===== src/rtl/arb_sched_if.sv =====
// Host update bus, adjacency-matrix write port, engine handshakes and run result
// of the arbitrage run sequencer, bundled as one interface.
interface arb_sched_if #(
  parameter int IDX_W    = 4,
  parameter int WEIGHT_W = 32
);
  logic                       go;
  logic                       upd_valid;
  logic                       upd_ready;
  logic        [IDX_W-1:0]    upd_row;
  logic        [IDX_W-1:0]    upd_col;
  logic signed [WEIGHT_W-1:0] upd_weight;
  logic                       adjmat_we;
  logic        [IDX_W-1:0]    adjmat_wr_row;
  logic        [IDX_W-1:0]    adjmat_wr_col;
  logic signed [WEIGHT_W-1:0] adjmat_wr_data;
  logic                       init_start;
  logic                       init_done;
  logic                       relax_start;
  logic                       relax_done;
  logic                       relax_changed;
  logic                       cycle_reset;
  logic                       cycle_done;
  logic                       cycle_found;
  logic                       busy;
  logic                       result_valid;
  logic                       result_cycle;
  logic                       result_err;
  logic        [IDX_W-1:0]    pass_count;

  modport master (
    output go, upd_valid, upd_row, upd_col, upd_weight,
           init_done, relax_done, relax_changed, cycle_done, cycle_found,
    input  upd_ready, adjmat_we, adjmat_wr_row, adjmat_wr_col, adjmat_wr_data,
           init_start, relax_start, cycle_reset, busy,
           result_valid, result_cycle, result_err, pass_count
  );

  modport slave (
    input  go, upd_valid, upd_row, upd_col, upd_weight,
           init_done, relax_done, relax_changed, cycle_done, cycle_found,
    output upd_ready, adjmat_we, adjmat_wr_row, adjmat_wr_col, adjmat_wr_data,
           init_start, relax_start, cycle_reset, busy,
           result_valid, result_cycle, result_err, pass_count
  );
endinterface


===== src/rtl/arb_sched.sv =====
// Bellman-Ford run sequencer: serialises host edge updates while idle, then drives
// init, up to NODES-1 relaxation passes and negative-cycle detection per go request.
module arb_sched #(
  parameter int NODES    = 16,
  parameter int IDX_W    = 4,
  parameter int WEIGHT_W = 32,
  parameter int TIMEOUT  = 4096
) (
  input  logic         clk,
  input  logic         reset_n,
  arb_sched_if.slave   bus
);

  typedef enum logic [2:0] {IDLE, WRITE, INIT, RELAX, DETECT, REPORT} state_t;

  localparam int               WD_W      = $clog2(TIMEOUT) + 1;
  localparam logic [IDX_W-1:0] LAST_PASS = IDX_W'(NODES - 1);
  localparam logic [WD_W-1:0]  WD_LAST   = WD_W'(TIMEOUT - 1);

  state_t                     state, state_next;
  logic                       pending;
  logic                       init_start_q;
  logic                       relax_start_q;
  logic        [IDX_W-1:0]    pass_cnt;
  logic        [IDX_W-1:0]    pass_inc;
  logic        [WD_W-1:0]     wd;
  logic                       timeout;
  logic                       abort;
  logic                       relax_again;
  logic                       accept;
  logic                       res_cycle;
  logic                       res_err;
  logic        [IDX_W-1:0]    res_pass;
  logic        [IDX_W-1:0]    row_q;
  logic        [IDX_W-1:0]    col_q;
  logic signed [WEIGHT_W-1:0] weight_q;

  assign accept   = (state == IDLE) && bus.upd_valid;
  assign pass_inc = pass_cnt + IDX_W'(1);
  assign timeout  = (state inside {INIT, RELAX, DETECT}) && (wd == WD_LAST);

  // A done pulse wins over a watchdog expiry landing in the same cycle.
  always_comb begin
    state_next  = state;
    relax_again = 1'b0;
    abort       = 1'b0;
    case (state)
      IDLE: begin
        if (bus.upd_valid)            state_next = WRITE;
        else if (bus.go || pending)   state_next = INIT;
      end
      WRITE:  state_next = IDLE;
      INIT: begin
        if (bus.init_done)            state_next = RELAX;
        else if (timeout) begin
          state_next = REPORT;
          abort      = 1'b1;
        end
      end
      RELAX: begin
        if (bus.relax_done) begin
          if (!bus.relax_changed || (pass_inc == LAST_PASS)) state_next = DETECT;
          else                                               relax_again = 1'b1;
        end else if (timeout) begin
          state_next = REPORT;
          abort      = 1'b1;
        end
      end
      DETECT: begin
        if (bus.cycle_done)           state_next = REPORT;
        else if (timeout) begin
          state_next = REPORT;
          abort      = 1'b1;
        end
      end
      REPORT:  state_next = IDLE;
      default: state_next = IDLE;
    endcase
  end

  always_ff @(posedge clk or negedge reset_n) begin
    if (!reset_n) begin
      state         <= IDLE;
      pending       <= 1'b0;
      init_start_q  <= 1'b0;
      relax_start_q <= 1'b0;
      pass_cnt      <= '0;
      wd            <= '0;
      res_cycle     <= 1'b0;
      res_err       <= 1'b0;
      res_pass      <= '0;
    end else begin
      state         <= state_next;
      init_start_q  <= (state == IDLE) && (state_next == INIT);
      relax_start_q <= ((state == INIT) && (state_next == RELAX)) || relax_again;

      // Every go before a run starts is absorbed by it; at most one rerun queues.
      if ((state == IDLE) && (state_next == INIT))      pending <= 1'b0;
      else if (bus.go && ((state != IDLE) || accept))   pending <= 1'b1;

      if (((state == IDLE) && (state_next == INIT)) ||
          ((state == INIT) && (state_next == RELAX)))    pass_cnt <= '0;
      else if ((state == RELAX) && bus.relax_done)      pass_cnt <= pass_inc;

      if ((state_next != state) || relax_again)         wd <= '0;
      else if (state inside {INIT, RELAX, DETECT})      wd <= wd + WD_W'(1);

      if ((state != REPORT) && (state_next == REPORT)) begin
        res_err   <= abort;
        res_cycle <= !abort && bus.cycle_found;
        res_pass  <= pass_cnt;
      end
    end
  end

  always_ff @(posedge clk) begin
    if (accept) begin
      row_q    <= bus.upd_row;
      col_q    <= bus.upd_col;
      weight_q <= bus.upd_weight;
    end
  end

  assign bus.upd_ready      = (state == IDLE);
  assign bus.adjmat_we      = (state == WRITE);
  assign bus.adjmat_wr_row  = (state == WRITE) ? row_q    : '0;
  assign bus.adjmat_wr_col  = (state == WRITE) ? col_q    : '0;
  assign bus.adjmat_wr_data = (state == WRITE) ? weight_q : '0;
  assign bus.init_start     = init_start_q;
  assign bus.relax_start    = relax_start_q;
  assign bus.cycle_reset    = (state != DETECT);
  assign bus.busy           = (state inside {INIT, RELAX, DETECT, REPORT});
  assign bus.result_valid   = (state == REPORT);
  assign bus.result_cycle   = res_cycle;
  assign bus.result_err     = res_err;
  assign bus.pass_count     = res_pass;

endmodule


===== src/flat_wrapper.sv =====
// flat-port wrapper written by rule: the top's interface ports become plain ports
module arb_sched_flat 
#(
  parameter int NODES    = 16,
  parameter int IDX_W    = 4,
  parameter int WEIGHT_W = 32,
  parameter int TIMEOUT  = 4096
)
  (clk, reset_n, bus_go, bus_upd_valid, bus_upd_row, bus_upd_col, bus_upd_weight, bus_init_done, bus_relax_done, bus_relax_changed, bus_cycle_done, bus_cycle_found, bus_upd_ready, bus_adjmat_we, bus_adjmat_wr_row, bus_adjmat_wr_col, bus_adjmat_wr_data, bus_init_start, bus_relax_start, bus_cycle_reset, bus_busy, bus_result_valid, bus_result_cycle, bus_result_err, bus_pass_count);
  arb_sched_if #(.IDX_W(IDX_W), .WEIGHT_W(WEIGHT_W)) bus_i ();
  input  logic clk;
  input  logic reset_n;
  input wire logic [$bits(bus_i.go)-1:0] bus_go;
  input wire logic [$bits(bus_i.upd_valid)-1:0] bus_upd_valid;
  input wire logic [$bits(bus_i.upd_row)-1:0] bus_upd_row;
  input wire logic [$bits(bus_i.upd_col)-1:0] bus_upd_col;
  input wire logic [$bits(bus_i.upd_weight)-1:0] bus_upd_weight;
  input wire logic [$bits(bus_i.init_done)-1:0] bus_init_done;
  input wire logic [$bits(bus_i.relax_done)-1:0] bus_relax_done;
  input wire logic [$bits(bus_i.relax_changed)-1:0] bus_relax_changed;
  input wire logic [$bits(bus_i.cycle_done)-1:0] bus_cycle_done;
  input wire logic [$bits(bus_i.cycle_found)-1:0] bus_cycle_found;
  output wire logic [$bits(bus_i.upd_ready)-1:0] bus_upd_ready;
  output wire logic [$bits(bus_i.adjmat_we)-1:0] bus_adjmat_we;
  output wire logic [$bits(bus_i.adjmat_wr_row)-1:0] bus_adjmat_wr_row;
  output wire logic [$bits(bus_i.adjmat_wr_col)-1:0] bus_adjmat_wr_col;
  output wire logic [$bits(bus_i.adjmat_wr_data)-1:0] bus_adjmat_wr_data;
  output wire logic [$bits(bus_i.init_start)-1:0] bus_init_start;
  output wire logic [$bits(bus_i.relax_start)-1:0] bus_relax_start;
  output wire logic [$bits(bus_i.cycle_reset)-1:0] bus_cycle_reset;
  output wire logic [$bits(bus_i.busy)-1:0] bus_busy;
  output wire logic [$bits(bus_i.result_valid)-1:0] bus_result_valid;
  output wire logic [$bits(bus_i.result_cycle)-1:0] bus_result_cycle;
  output wire logic [$bits(bus_i.result_err)-1:0] bus_result_err;
  output wire logic [$bits(bus_i.pass_count)-1:0] bus_pass_count;
  assign bus_i.go = bus_go;
  assign bus_i.upd_valid = bus_upd_valid;
  assign bus_i.upd_row = bus_upd_row;
  assign bus_i.upd_col = bus_upd_col;
  assign bus_i.upd_weight = bus_upd_weight;
  assign bus_i.init_done = bus_init_done;
  assign bus_i.relax_done = bus_relax_done;
  assign bus_i.relax_changed = bus_relax_changed;
  assign bus_i.cycle_done = bus_cycle_done;
  assign bus_i.cycle_found = bus_cycle_found;
  assign bus_upd_ready = bus_i.upd_ready;
  assign bus_adjmat_we = bus_i.adjmat_we;
  assign bus_adjmat_wr_row = bus_i.adjmat_wr_row;
  assign bus_adjmat_wr_col = bus_i.adjmat_wr_col;
  assign bus_adjmat_wr_data = bus_i.adjmat_wr_data;
  assign bus_init_start = bus_i.init_start;
  assign bus_relax_start = bus_i.relax_start;
  assign bus_cycle_reset = bus_i.cycle_reset;
  assign bus_busy = bus_i.busy;
  assign bus_result_valid = bus_i.result_valid;
  assign bus_result_cycle = bus_i.result_cycle;
  assign bus_result_err = bus_i.result_err;
  assign bus_pass_count = bus_i.pass_count;
  arb_sched #(.NODES(NODES), .IDX_W(IDX_W), .WEIGHT_W(WEIGHT_W), .TIMEOUT(TIMEOUT)) u_core (.clk(clk), .reset_n(reset_n), .bus(bus_i));
endmodule

===== config.mk =====
export PLATFORM = sky130hd
export DESIGN_NAME = arb_sched_flat
export DESIGN_NICKNAME = d
export VERILOG_FILES = /design/src/rtl/arb_sched_if.sv /design/src/rtl/arb_sched.sv /design/src/flat_wrapper.sv
export SDC_FILE = /design/constraint.sdc
export NUM_CORES = 1
export LEC_CHECK = 0
export BUFFER_PORTS_ARGS = -buffer_cell sky130_fd_sc_hd__buf_2
export CELL_PAD_IN_SITES_DETAIL_PLACEMENT = 0
export CELL_PAD_IN_SITES_GLOBAL_PLACEMENT = 1
export CORE_UTILIZATION = 30
export CTS_CLUSTER_DIAMETER = 50
export DETAILED_ROUTE_END_ITERATION = 8
export PLACE_DENSITY_LB_ADDON = 0.1
export SLEW_MARGIN = 20
export SYNTH_ARGS = -nofsm -noshare
export SYNTH_HDL_FRONTEND = slang
export SYNTH_SLANG_ARGS = --single-unit

===== constraint.sdc =====
create_clock -name clk -period 7.9 [get_ports clk]
set_input_delay 0 -clock clk [delete_from_list [all_inputs] [get_ports clk]]
set_output_delay 0 -clock clk [all_outputs]
set_load 0.01 [all_outputs]

# --- Word level (Yosys, flattened, before mapping) ---
# Index checks and enable logic that the tools add are counted.
classes:
  eq_ne: 13
  reduce_logical: 23
  n_mux: 25
  n_addsub: 2
ops:
  columns: ["op", "n"]
  rows:
  - ["$mux 32", 1]
  - ["$mux 13", 2]
  - ["$mux 3", 7]
  - ["$mux 4", 4]
  - ["$add 13x1->13 const B", 1]
  - ["$eq 13x12->1 const B", 1]
  - ["$eq 3x2->1 const B", 4]
  - ["$pmux 3 s4", 1]
  - ["$eq 3x3->1 const B", 3]
  - ["$mux 1", 9]
  - ["$logic_and 1x1->1", 8]
  - ["$logic_or 1x1->1", 6]
  - ["$ne 3x3->1 const B", 2]
  - ["$reduce_bool 2->1", 3]
  - ["$reduce_bool 3->1", 2]
  - ["$add 4x1->4 const B", 1]
  - ["$eq 4x4->1 const B", 1]
  - ["$reduce_bool 4->1", 1]
  - ["$eq 3x1->1 const B", 1]
  - ["$logic_not 3->1", 1]
  - ["$ne 3x3->1", 1]
  - ["$pmux 1 s3", 1]
  - ["$logic_not 1->1", 2]
totals:
  reg_bits: 69
  out_inout_bits: 53
  in_bits: 49
  elab_cells: 75

# --- Logic depth before layout (Yosys ltp) ---
depth:
  ltp_word: 10
  mapped_depth: 8
  ltp_nobuf: 7

# --- Worst setup path before layout ---
# No wires, ideal clock.
synth_path:
  path_kind: "register to register"
  from: "reg u_core.state[1]"
  to: "reg u_core.col_q[0], enable pin"
  required_time_ps: 7463
  n_path_buf: 1
  path_slack_ps: 4728
  arrival_time_ps: 2735
  stages_incl_launch_ff: 4
  setup_time_ps: 437
  period_less_slack_ps: 3172
  cell_sequence: "dfrtp_1 -> buf_2 -> or3_1 -> nor2_1"
synth_between:
  elab_chain_cells: 2
synth_lines:
  columns: ["item", "line_no", "text"]
  rows:
  - ["from (decl)", "arb_sched.sv:20", "state_t state, state_next;"]
  - ["from (signal assigned)", "arb_sched.sv:93", "state <= state_next;"]
  - ["$logic_not 3->1", "arb_sched.sv:38", "assign accept = (state == IDLE) && bus.upd_valid;"]
  - ["$logic_and 1x1->1", "arb_sched.sv:38", null]
  - ["named net u_core.accept", "arb_sched.sv:30", "logic accept;"]
  - ["to (signal assigned)", "arb_sched.sv:119", "col_q <= bus.upd_col;"]
  - ["to (decl)", "arb_sched.sv:35", "logic [IDX_W-1:0] col_q;"]
# The timed path passes the listed nets, and every way through them passes these cells.
# A chain may end at the register's enable or synchronous reset.

# --- Worst setup path after layout ---
layout_path:
  from: "reg u_core.state[2]"
  to: "reg u_core.wd[7]"
layout_between:
  elab_chain_cells: 9
  word_cells_on_any_way: 19
  classes_between: "eq/ne (4); mux (10); reduce/logical (5)"
layout_lines:
  columns: ["item", "line_no", "text"]
  rows:
  - ["$eq 3x2->1 or $eq 3x3->1 (tied branches)", "arb_sched.sv:40, arb_sched.sv:47, arb_sched.sv:106", null]
  - ["$reduce_bool 3->1", "arb_sched.sv:40, arb_sched.sv:106", null]
  - ["$logic_and 1x1->1", "arb_sched.sv:40", "assign timeout = (state inside {INIT, RELAX, DETECT}) && (wd == WD_LAST);"]
  - ["$mux 3", "arb_sched.sv:55, arb_sched.sv:64, arb_sched.sv:71", null]
  - ["$mux 3, on equally long branches", "arb_sched.sv:70, arb_sched.sv:54, arb_sched.sv:61", null]
  - ["$pmux 3 s4", "arb_sched.sv:47", "case (state)"]
  - ["$ne 3x3->1", "arb_sched.sv:105", "if ((state_next != state) || relax_again) wd <= '0;"]
  - ["$logic_or 1x1->1", "arb_sched.sv:105", null]
  - ["$mux 13 or $reduce_bool 2->1 (tied branches)", null, null]
  - ["to (signal assigned)", "arb_sched.sv:106", "else if (state inside {INIT, RELAX, DETECT}) wd <= wd + WD_W'(1);"]
  - ["to (decl)", "arb_sched.sv:26", "logic [WD_W-1:0] wd;"]
# Parallel ways exist; a longest one is shown, timed or not.

==> results.sh <==
export IMPL_ys_ff_latch=69
export IMPL_num_rows=37
export IMPL_synth_area_leaders="edfxtp_1, dfrtp_1, and2_1, xor2_1, mux2_4"
export IMPL_syn2layout_area_growth_pct=41.3
export IMPL_post_cts_setup_buffers=0
export IMPL_synth_edf_count=40
export IMPL_drc_errors=0
export IMPL_grt_max_degree=42
export IMPL_final_cell_mix="buf_2, dlygate4sd3_1, and2_1"
export IMPL_synth_top_cell_area_share=0.378
export IMPL_final_common_cell="buf_2"
export IMPL_async_reset_ff_frac=0.420
export IMPL_yosysUniqueCellTypes=52
export IMPL_ys_flop_type="edfxtp_1"
export IMPL_endpoint_kind="flop"
export IMPL_die_area_um2=11000
export IMPL_finalHoldViolCount=0
export IMPL_layout_setup_ws_ns=5.50
export IMPL_ctsResizeCount=0
export IMPL_crit_chain="nor3b_4 > o211a_2 > nand4b_2 > a31oi_2 > nor3_1"
export IMPL_synth_nets=291
export IMPL_cts_path_max_buffers=2
export IMPL_drive_gt1_frac=0.351
export IMPL_routedWlPerCell_um=13.1
export IMPL_fin_skew_ns=0.00702
export IMPL_cts_inserted_buffers=9
export IMPL_ir_drop_uv=103
export IMPL_start_util=0.309
export IMPL_grt_overflow_total=0
export IMPL_fmax_mhz=417
export IMPL_antenna_found_initial=0
export IMPL_drtIter0Drc=79
export IMPL_status="complete, no violations"
export IMPL_detail_route_antenna_nets=0
export IMPL_synth_top_area_cell="edfxtp_1"
export IMPL_setup_tns_ns=0
export IMPL_rsz0062_at_grt="no"
export IMPL_syn_inst=239
export IMPL_totalWireLength_um=6950
export IMPL_clkTransAtPathRegs_ns=0.08
export IMPL_cap_violations=0
export IMPL_clk_latency_ns=0.35
export IMPL_crit_path_top_delay_cell="a31oi_2"
export IMPL_slew_violations=0
export IMPL_p_leak_uw=0.00201
export IMPL_synth_seq_area_share=0.607
export IMPL_finalCriticalPeriod_ns=2.40
export IMPL_portBuffers=101
export IMPL_slowest_delay_ns=0.63
export IMPL_dp_cells=467
export IMPL_required_ns=8.10
export IMPL_cts_tree="yes"
export IMPL_period_share=0.304
export IMPL_dieHeight_um=105
export IMPL_power_density_nw_per_um2=264
export IMPL_grt_pass1_wl_um=11000
export IMPL_pre_cts_slack_ns=5.48
export IMPL_max_slew_margin=0.545
export IMPL_start_kind="flop"
export IMPL_nNetsFinal=440
export IMPL_crit_type="flop to flop"
export IMPL_antenna_cells=0
export IMPL_hold_path_class="input port to flop"
export IMPL_holdPathStages=3
export IMPL_reg2reg_depth=5
export IMPL_vias=2336
export IMPL_tightest_slew_ns=0.680
export IMPL_gr_usage_all_layers=0.130
export IMPL_post_dp_hpwl_um=4680
export IMPL_netlist_area_um2=3170
export IMPL_fillers=1013
export IMPL_setup_viol=0
export IMPL_dieWidth_um=105
export IMPL_clockRootBuffer="clkbuf_8"
export IMPL_syn_avg_cell_area_um2=13.3
export IMPL_core_um2=10300
export IMPL_ioPinCount=102
export IMPL_gp_congestion=0.708
export IMPL_htree_num_levels=3
export IMPL_clock_sinks=69
export IMPL_hold_buffers=45
export IMPL_instances_no_fill=529
export IMPL_crit_arrival_ns=2.60
export IMPL_crit_fanout=13
export IMPL_grt_pass1_vias=2256
export IMPL_drt_pass1_iterations=4
export IMPL_routed_via_density=4.42
export IMPL_ys_warnings_count=0
export IMPL_whs_ns=0.0234
## registers in the layout, summed over array words and instances, names as in the netlist
| register | count |
|---|---|
| u_core.bus.init_start | 1 |
| u_core.bus.pass_count | 4 |
| u_core.bus.relax_start | 1 |
| u_core.bus.result_cycle | 1 |
| u_core.bus.result_err | 1 |
| u_core.col_q | 4 |
| u_core.pass_cnt | 4 |
| u_core.pending | 1 |
| u_core.row_q | 4 |
| u_core.state | 3 |
| u_core.wd | 13 |
| u_core.weight_q | 32 |
## area by class of cell
| cell class | count | area, um^2 | share of cell area |
|---|---|---|---|
| sequential | 69 | 1930 | 0.430 |
| multi-input combinational | 154 | 1180 | 0.264 |
| timing repair buffer | 148 | 983 | 0.219 |
| tap | 136 | 170 | 0.0379 |
| clock buffer | 9 | 124 | 0.0276 |
| clock inverter | 7 | 75.1 | 0.0167 |
| inverter | 6 | 22.5 | 0.00502 |
## synth_stat cells (all sizes together) (2+ instances only)
cell type  count
nor3b          2
mux2           5
ha             3
nand2         10
nor2b          2
xnor2          4
and3b          2
a31oi          2
nand3          2
a21oi          3
nand4b         3
mux2i          3
and4b          2
o211ai         4
and3           4
inv            6
buf            5
nand3b         2
or2            3
nor2          10
nor4           2
or3            2
nor3          14
edfxtp        40
xor2          10
clkbuf         5
and2          41
dfrtp         29
nand4          5
## final timing paths
check / startpoint / endpoint / slack [ns]
min: bus_relax_done / u_core.state[1]$_DFF_PN0_ / 0.02
min in group asynchronous: reset_n / u_core.bus.pass_count[1]$_DFFE_PN0P_ / 0.21
max in group asynchronous: reset_n / u_core.pending$_DFFE_PN0P_ / 7.24
min reg2reg: u_core.bus.result_cycle$_DFFE_PN0P_ / u_core.bus.result_cycle$_DFFE_PN0P_ / 0.51
max: u_core.state[2]$_DFF_PN0_ / u_core.wd[7]$_DFFE_PN0P_ / 5.50
max reg2reg: u_core.state[2]$_DFF_PN0_ / u_core.wd[7]$_DFFE_PN0P_ / 5.50
## report_power, final
part           switching [uW]  internal [uW]  total [uW]
registers                43.3            453         497
clock network             145            147         292
logic                     229            164         393
## cells by family (layout without fill, tap and decap cells)
logic type,Yosys count,count (layout),synth area share
and+or+nand+nor,109,109,0.218
DFF,69,69,0.607
AOI/OAI and AO/OA,20,20,0.0666
buffers and inverters,16,170,0.0244
xor gates and xnor gates,14,14,0.0386
muxes,8,8,0.0331
adders and majority gates,3,3,0.0118
## routing by layer
| layer | global-route usage | routed length [um] |
|---|---|---|
| met1 | 0.166 | 3260 |
| met2 | 0.208 | 3260 |
| met3 | 0.0412 | 361 |
| met4 | 0.0423 | 60 |
| met5 | 0 | 0 |
## per-stage QoR
step           area (um^2)  utilization  power (uW)
6_report              4480        0.436        1180
5_1_grt               4480        0.436        1260
4_1_cts               4460        0.434        1200
3_5_place_dp          3810        0.371         883
3_3_place_gp          3810        0.371         881
2_1_floorplan         3170            -         755
## worst max-delay path: cells and delay by family, from the launching register on
kind / cells / cell delay, ns
flops: 1 / 0.57
compound gates: 2 / 0.91
simple gates: 3 / 0.77
Note: power is estimated with default switching activity, not from simulation.
